**src/rtl/ysyx_25040109_memctl_pkg.sv**
```systemverilog
// Shared types and constants for the ysyx_25040109 memory controller.
// State and request-source enums, plus the store-length encodings that the
// core places on dmem_wlen.
package ysyx_25040109_memctl_pkg;

  typedef enum logic [1:0] {
    IDLE  = 2'd0,
    DELAY = 2'd1,
    ISSUE = 2'd2,
    DATA  = 2'd3
  } state_t;

  typedef enum logic [1:0] {
    SRC_IMEM   = 2'd0,
    SRC_DLOAD  = 2'd1,
    SRC_DSTORE = 2'd2
  } src_t;

  localparam logic [2:0] WLEN_B = 3'd1;
  localparam logic [2:0] WLEN_H = 3'd2;
  localparam logic [2:0] WLEN_W = 3'd4;

endpackage

```
**src/rtl/ysyx_25040109_memctl_wstrb.sv**
```systemverilog
// Store lane steering for the memory controller (purely combinational).
// Turns a right-aligned store (byte offset, byte count, data) into the
// byte-enable mask and lane-shifted data seen by a 32-bit word memory.
//   off        in  2   byte offset of the store address (addr[1:0])
//   wlen       in  3   store byte count: 1, 2 or 4
//   wdata      in  32  right-aligned store data
//   wstrb      out 4   byte enables
//   lane_wdata out 32  store data moved onto its byte lanes
module ysyx_25040109_memctl_wstrb
  import ysyx_25040109_memctl_pkg::*;
(
  input  logic [1:0]  off,
  input  logic [2:0]  wlen,
  input  logic [31:0] wdata,
  output logic [3:0]  wstrb,
  output logic [31:0] lane_wdata
);

  // Unsupported lengths produce an empty mask so the access is harmless
  // but still completes, keeping the core from waiting forever.
  always_comb begin
    wstrb      = 4'b0000;
    lane_wdata = wdata;
    case (wlen)
      WLEN_B: begin
        wstrb      = 4'b0001 << off;
        lane_wdata = wdata << {off, 3'b000};
      end
      WLEN_H: begin
        wstrb      = 4'b0011 << {off[1], 1'b0};
        lane_wdata = wdata << {off[1], 4'b0000};
      end
      WLEN_W: begin
        wstrb = 4'hF;
      end
      default: begin
        wstrb = 4'b0000;
      end
    endcase
  end

endmodule

```
**src/rtl/ysyx_25040109_memctl.sv**
```systemverilog
// Memory controller between the single-cycle core and a single-port
// backing memory with 1-cycle read latency. Fetch, load and store requests
// are arbitrated (store > load > fetch), optionally delayed by LATENCY
// cycles, issued one at a time, and answered with a one-cycle pulse.
//   LATENCY     param     extra wait cycles before each access (0..255)
//   clk, rst    in        clock, asynchronous active-high reset
//   imem_*      in/out    fetch channel: addr, ren -> rdata, rvalid
//   dmem_r*     in/out    load channel: raddr, ren -> rdata, rvalid
//   dmem_w*     in/out    store channel: waddr, wdata, wlen, wen -> wready
//   mem_*       out/in    backing memory: valid, we, addr, wdata, wstrb; rdata
module ysyx_25040109_memctl
  import ysyx_25040109_memctl_pkg::*;
#(
  parameter int LATENCY = 0
) (
  input  logic        clk,
  input  logic        rst,
  input  logic [31:0] imem_addr,
  input  logic        imem_ren,
  output logic [31:0] imem_rdata,
  output logic        imem_rvalid,
  input  logic [31:0] dmem_raddr,
  input  logic        dmem_ren,
  output logic [31:0] dmem_rdata,
  output logic        dmem_rvalid,
  input  logic [31:0] dmem_waddr,
  input  logic [31:0] dmem_wdata,
  input  logic [2:0]  dmem_wlen,
  input  logic        dmem_wen,
  output logic        dmem_wready,
  output logic        mem_valid,
  output logic        mem_we,
  output logic [31:0] mem_addr,
  output logic [31:0] mem_wdata,
  output logic [3:0]  mem_wstrb,
  input  logic [31:0] mem_rdata
);

  localparam logic [7:0] LAT_M1 = (LATENCY > 0) ? 8'(LATENCY - 1) : 8'd0;

  state_t      state;
  state_t      state_next;
  logic [7:0]  cnt;
  logic [7:0]  cnt_next;
  logic        accept;
  src_t        accept_src;
  logic [31:0] accept_addr;

  src_t        cap_src;
  logic [31:0] cap_addr;
  logic [31:0] cap_wdata;
  logic [3:0]  cap_wstrb;

  logic [3:0]  lane_wstrb;
  logic [31:0] lane_wdata;
  logic [31:0] imem_rdata_q;
  logic [31:0] dmem_rdata_q;
  logic        issue;
  logic        respond;

  ysyx_25040109_memctl_wstrb u_wstrb (
    .off        (dmem_waddr[1:0]),
    .wlen       (dmem_wlen),
    .wdata      (dmem_wdata),
    .wstrb      (lane_wstrb),
    .lane_wdata (lane_wdata)
  );

  // State and wait counter.
  always_ff @(posedge clk or posedge rst) begin
    if (rst) begin
      state <= IDLE;
      cnt   <= 8'd0;
    end else begin
      state <= state_next;
      cnt   <= cnt_next;
    end
  end

  // Arbitration and sequencing. With LATENCY=0 the DELAY state is skipped.
  always_comb begin
    state_next  = state;
    cnt_next    = cnt;
    accept      = 1'b0;
    accept_src  = SRC_IMEM;
    accept_addr = imem_addr;
    case (state)
      IDLE: begin
        if (dmem_wen) begin
          accept      = 1'b1;
          accept_src  = SRC_DSTORE;
          accept_addr = dmem_waddr;
        end else if (dmem_ren) begin
          accept      = 1'b1;
          accept_src  = SRC_DLOAD;
          accept_addr = dmem_raddr;
        end else if (imem_ren) begin
          accept      = 1'b1;
          accept_src  = SRC_IMEM;
          accept_addr = imem_addr;
        end
        if (accept) begin
          if (LATENCY == 0) begin
            state_next = ISSUE;
          end else begin
            state_next = DELAY;
            cnt_next   = LAT_M1;
          end
        end
      end
      DELAY: begin
        if (cnt == 8'd0) begin
          state_next = ISSUE;
        end else begin
          cnt_next = cnt - 8'd1;
        end
      end
      ISSUE:   state_next = DATA;
      DATA:    state_next = IDLE;
      default: state_next = IDLE;
    endcase
  end

  // Request capture; later changes on the request inputs are ignored.
  always_ff @(posedge clk or posedge rst) begin
    if (rst) begin
      cap_src   <= SRC_IMEM;
      cap_addr  <= 32'd0;
      cap_wdata <= 32'd0;
      cap_wstrb <= 4'd0;
    end else if (accept) begin
      cap_src  <= accept_src;
      cap_addr <= accept_addr & 32'hFFFF_FFFC;
      if (accept_src == SRC_DSTORE) begin
        cap_wdata <= lane_wdata;
        cap_wstrb <= lane_wstrb;
      end else begin
        cap_wdata <= 32'd0;
        cap_wstrb <= 4'd0;
      end
    end
  end

  assign issue   = (state == ISSUE);
  assign respond = (state == DATA);

  // Memory-side outputs are forced to zero outside ISSUE so that reset
  // clears them immediately.
  assign mem_valid = issue;
  assign mem_we    = issue && (cap_src == SRC_DSTORE);
  assign mem_addr  = issue ? cap_addr  : 32'd0;
  assign mem_wdata = issue ? cap_wdata : 32'd0;
  assign mem_wstrb = issue ? cap_wstrb : 4'd0;

  assign imem_rvalid = respond && (cap_src == SRC_IMEM);
  assign dmem_rvalid = respond && (cap_src == SRC_DLOAD);
  assign dmem_wready = respond && (cap_src == SRC_DSTORE);

  // Last returned word per read channel. The memory's data only arrives in
  // the response cycle, so it is forwarded then and held afterwards.
  always_ff @(posedge clk or posedge rst) begin
    if (rst) begin
      imem_rdata_q <= 32'd0;
      dmem_rdata_q <= 32'd0;
    end else begin
      if (imem_rvalid) imem_rdata_q <= mem_rdata;
      if (dmem_rvalid) dmem_rdata_q <= mem_rdata;
    end
  end

  assign imem_rdata = imem_rvalid ? mem_rdata : imem_rdata_q;
  assign dmem_rdata = dmem_rvalid ? mem_rdata : dmem_rdata_q;

endmodule

```
**config.mk**
```make
export PLATFORM = sky130hd
export DESIGN_NAME = ysyx_25040109_memctl
export DESIGN_NICKNAME = d
export VERILOG_FILES = /design/src/rtl/ysyx_25040109_memctl_pkg.sv /design/src/rtl/ysyx_25040109_memctl_wstrb.sv /design/src/rtl/ysyx_25040109_memctl.sv
export SDC_FILE = /design/constraint.sdc
export NUM_CORES = 1
export LEC_CHECK = 0
export ABC_CLOCK_PERIOD_IN_PS = 9000
export CELL_PAD_IN_SITES_DETAIL_PLACEMENT = 2
export CELL_PAD_IN_SITES_GLOBAL_PLACEMENT = 2
export CORE_MARGIN = 8
export CORE_UTILIZATION = 27
export CTS_BUF_LIST = sky130_fd_sc_hd__clkbuf_16
export CTS_CLUSTER_SIZE = 10
export DETAILED_ROUTE_END_ITERATION = 8
export HOLD_SLACK_MARGIN = 0.02
export PLACE_DENSITY = 0.95
export SLEW_MARGIN = 30
export SYNTH_ARGS = -nofsm -noshare
export SYNTH_HDL_FRONTEND = slang
export SYNTH_SLANG_ARGS = --single-unit
```
**constraint.sdc**
```tcl
create_clock -name clk -period 9 [get_ports clk]
set_input_delay 1.8 -clock clk [delete_from_list [all_inputs] [get_ports clk]]
set_output_delay 1.8 -clock clk [all_outputs]
set_load 0.01 [all_outputs]
```
; ---- Word level (Yosys, flattened, before mapping)
; Cells that the tools add are included.
[word_totals]
register_bits = 142
elab_cells = 57
out_inout_bits = 137
[op_classes]
add_sub_neg = 1
eq_ne = 11
n_bitwise = 1
reduce_logical = 9
shift = 4
mux = 23
[op_table]
columns = cell, count
row1 = $mux 32, 8
row2 = $pmux 32 s2, 1
row3 = $shl 32x5->32, 2
row4 = $pmux 4 s3, 1
row5 = $eq 2x2->1 const B, 4
row6 = $logic_not 8->1, 1
row7 = $mux 2, 4
row8 = $mux 4, 2
row9 = $pmux 2 s4, 1
row10 = $sub 8x1->8 const B, 1
row11 = $mux 1, 6
row12 = $eq 2x1->1 const B, 2
row13 = $logic_and 1x1->1, 4
row14 = $logic_not 2->1, 2
row15 = $ne 2x2->1 const B, 2
row16 = $reduce_and 2->1, 2
row17 = $shl 1x2->4 const A, 1
row18 = $shl 2x2->4 const A, 1
row19 = $eq 3x1->1 const B, 1
row20 = $eq 3x2->1 const B, 1
row21 = $eq 3x3->1 const B, 1
row22 = $not 1->1, 1

; ---- Logic depth before layout (Yosys ltp)
[logic_depth]
ltp_word = 6
depth_mapped = 8
ltp_nobuf = 5

; ---- Modules after synthesis
; From an unflattened synthesis, not the netlist that was laid out.
[hier_totals]
hier_cells = 676
hier_area_um2 = 7155.6
[modules_own_cells]
columns = mod, instances, cells_each, area_each_um2
row1 = ysyx_25040109_memctl, 1, 553, 6366.1
row2 = ysyx_25040109_memctl_wstrb, 1, 123, 789.5

; ---- Least setup slack after synthesis
; Ideal clock, no wire load.
[synth_path]
path_kind = input to output
start = in mem_rdata[0]
end = out imem_rdata[0]
path_buffers = 0
slack_ps = 5117
arrival_ps = 2083
cell_stages = 1
path_cell_list = mux2_2
[synth_between]
elab_chain_len = 1
[synth_rtl]
columns = element, line
row1 = "start, declared", ysyx_25040109_memctl.sv:36  ; input logic [31:0] mem_rdata
row2 = $mux 32, ysyx_25040109_memctl.sv:171  ; assign imem_rdata = imem_rvalid ? mem_rdata : imem_rdata_q;
row3 = "end, declared", ysyx_25040109_memctl.sv:20  ; output logic [31:0] imem_rdata,
; No other way between the ends.

; ---- Final worst setup path
[layout_path]
start = in mem_rdata[18]
end = out dmem_rdata[18]
[layout_between]
elab_chain_len = 1
[layout_rtl]
columns = element, line
row1 = $mux 32, -
row2 = "end, declared", ysyx_25040109_memctl.sv:24  ; output logic [31:0] dmem_rdata,
; No other way between the ends.

==> results.toml <==
[power]
p_leak_nw = 4.41
peakVddDrop_uv = 169
total_power_mw = 3.39
powerDensity_nw_per_um2 = 310

[setup_path]
cp_max_fo = 2
worstPathCellList = "clkdlybuf4s50_1, mux2_2, clkdlybuf4s50_1"
path_delay_family = "buffers and inverters"
arrival_ps = 3110
crit_required_ps = 7200
cpPeakStageDelay_ps = 600
cp_common_cell = "clkdlybuf4s50_1"
worst-setup-path-type = "primary input to primary output"
worst_path_max_delay_cell = "clkdlybuf4s50_1"
cp-start-kind = "primary input"
r2r_slack_ps = 6670
cp-end-kind = "primary output"
crit_buf_inv = 2

[routing]
vias_per_cell = 4.98
drc = 0
routed_wl_um = 31500
vias = 6545
final_antenna_net_count = 0
firstDrtPassIters = 4
drt_iter0_markers = 218
wl_per_cell_um = 24.0

[logic_synthesis]
netlist_top_cells_area = "dfrtp_1 50%, mux2_2 10%, and2_1 5.9%"
synth.top_cells.by_count = "142 x dfrtp_1, 67 x and2_1, 64 x mux2_2"
synth_cell_types = 45
synthCells = 695
synthFlopType = "dfrtp_1"
synth_sequential_area_ratio_pct = 49.9
yosysTopAreaCell = "dfrtp_1"
synth_top_area_share_pct = 49.9
avgSynthCellArea_um2 = 10.2
ys_warn_count = 0
synthesis.area_um2 = 7120
synth_most_common_cell = "dfrtp_1"
async_flop_share_pct = 100
synth_edf_count = 0
synth_seq_cells = 142

[global_routing]
grt_first_pass_wirelength_um = 47300
antenna_found_initial = 1
grt_max_degree = 85
grtUsageTotal_pct = 19.4
overflow = 0
grt_pass1_vias = 7555

[clocking]
cts_htree_levels = 4
cts_buffer_depth = 2
clkLatencyLatePin_ps = 420
cts_setup_buffers = 0
root_buffer = "clkbuf_16"
ctsHoldBuffers = 0
cts_sinks = 142
cts_tree = "yes"
clk_pin_slew_ps = 60
cts_made_buffers = 17
post_cts_resized = 0

[job]
drv_cap = 0

[sta]
rsz0062_at_grt = "no"
post-route-min-period_ps = 4910
setup_violations = 0
tns_ps = 0
max_slew_margin_pct = 34.6
hold_viol = 0
finalCritPeriodShare_pct = 54.6
tightest_slew_ps = 977
clock_skew_ps = 14.8
report.final.slew_viol_count = 0
clock.fmax_mhz = 204

[finish]
seq_area_um2 = 3550
layout.cells.non_filler = 1315
design_area_um2 = 11000
drive_above_1_share_pct = 11.7
multiInputGateArea_um2 = 3310
final_nets = 1136
n_fill_cell = 2745
syn_to_final_growth_pct = 53.8

[floorplan]
initial_utilization_pct = 27.4
dieArea_um2 = 31800
rows = 59
die_y_um = 178
core-area_um2 = 26000
ios = 305
die_w_um = 178

[placed_design]
port_buffers = 298
place_inst = 1282
post_dp_cell_area_um2 = 10400
globalplace.congestion = 0.811
dp_hpwl_um = 24000

[status]
outcome = "finished, final reports clean"

[worst_hold_path]
hp-class = "flip-flop to flip-flop"
[layout by cell type, fill, tap and decap left out, drive strengths merged, types with 2 or more instances in the layout]
master / n
nor3b: 3
mux2: 64
or3b: 3
nor3: 3
or3: 2
clkdlybuf4s50: 297
a22o: 8
and2: 67
a21oi: 37
conb: 2
a22oi: 9
inv: 17
a32oi: 7
xnor2: 8
ha: 2
nand2b: 13
nand3: 17
nor2: 44
dfrtp: 142
clkinvlp: 4
clkbuf: 17
clkinv: 4
a2111o: 8
o21a: 2
o211ai: 15
mux2i: 30
o311ai: 2
o21ai: 52
a31oi: 9
buf: 11
nand2: 62
nor2b: 3
a221o: 7
[cell families (layout without fill, tap and decap cells)]
| family | count (synthesis) | count (layout) | synth area share, % |
|---|---|---|---|
| fa+ha+maj | 2 | 2 | 0.351 |
| compound gates | 159 | 159 | 14.5 |
| other cells | 1 | 3 | 0.0527 |
| buf+inv | 67 | 350 | 3.94 |
| simple gates | 222 | 222 | 15.9 |
| flops | 142 | 142 | 49.9 |
| xor+xnor | 8 | 8 | 0.984 |
| mux | 94 | 94 | 14.3 |
[path summary, 6_finish.rpt]
path,startpoint,end,depth (start not counted)
max reg2reg,state[0]$_DFFE_PP0P_,cap_wdata[26]$_DFFE_PP0P_,4
max,mem_rdata[18],dmem_rdata[18],3
max in group asynchronous,rst,cap_wdata[15]$_DFFE_PP0P_,3
min,cap_addr[13]$_DFFE_PP0P_,cap_addr[13]$_DFFE_PP0P_,2
min in group asynchronous,rst,dmem_rdata_q[14]$_DFF_PP0_,2
min reg2reg,cap_addr[13]$_DFFE_PP0P_,cap_addr[13]$_DFFE_PP0P_,2
[registers in the layout, indices dropped and copies added, names as in the netlist]
register / cells
cap_wdata: 32
dmem_rdata_q: 32
imem_rdata_q: 32
cap_addr: 30
cnt: 8
cap_wstrb: 4
cap_src: 2
state: 2
[layer usage]
metal / track usage [%] / vias up / share of wire, %
li1: - / 2978 / -
met1: 22.0 / 3309 / 40
met2: 34.4 / 221 / 51
met3: 6.05 / 35 / 7.6
met4: 5.55 / 2 / 1.9
met5: 0 / - / 0.038
[tightest hold or removal path, stage by stage (launching register included)]
cell	delay, ps
dfrtp_1	340
nand2_1	50
o21ai_0	60
[where the power goes]
group | internal [mW] | total [mW] | leakage [nW] | switching [mW]
clock network | 0.361 | 0.681 | 0.260 | 0.319
logic | 0.846 | 1.63 | 2.37 | 0.788
registers | 0.935 | 1.08 | 1.79 | 0.144
[final cells by class]
cell class,count,share of cell area (%)
inverters,10,0.388
flip-flops and latches,142,32.4
multi-input cells,487,30.3
well taps,335,3.83
repair buffers,308,28.0
diodes,1,0.0229
clock buffers,17,3.88
clock inverters,15,1.17
[stage by stage]
stage / setup slack, ps / hold slack, ps / util, %
global placement: 4140 / 454 / 39.9
CTS: 4080 / 481 / 42.1
finish: 4090 / 478 / 42.1
floorplan: 3390 / 442 / -
global route: 4060 / 516 / 42.1
detailed placement: 4100 / 466 / 40.0
(Power assumes the default switching activity.)
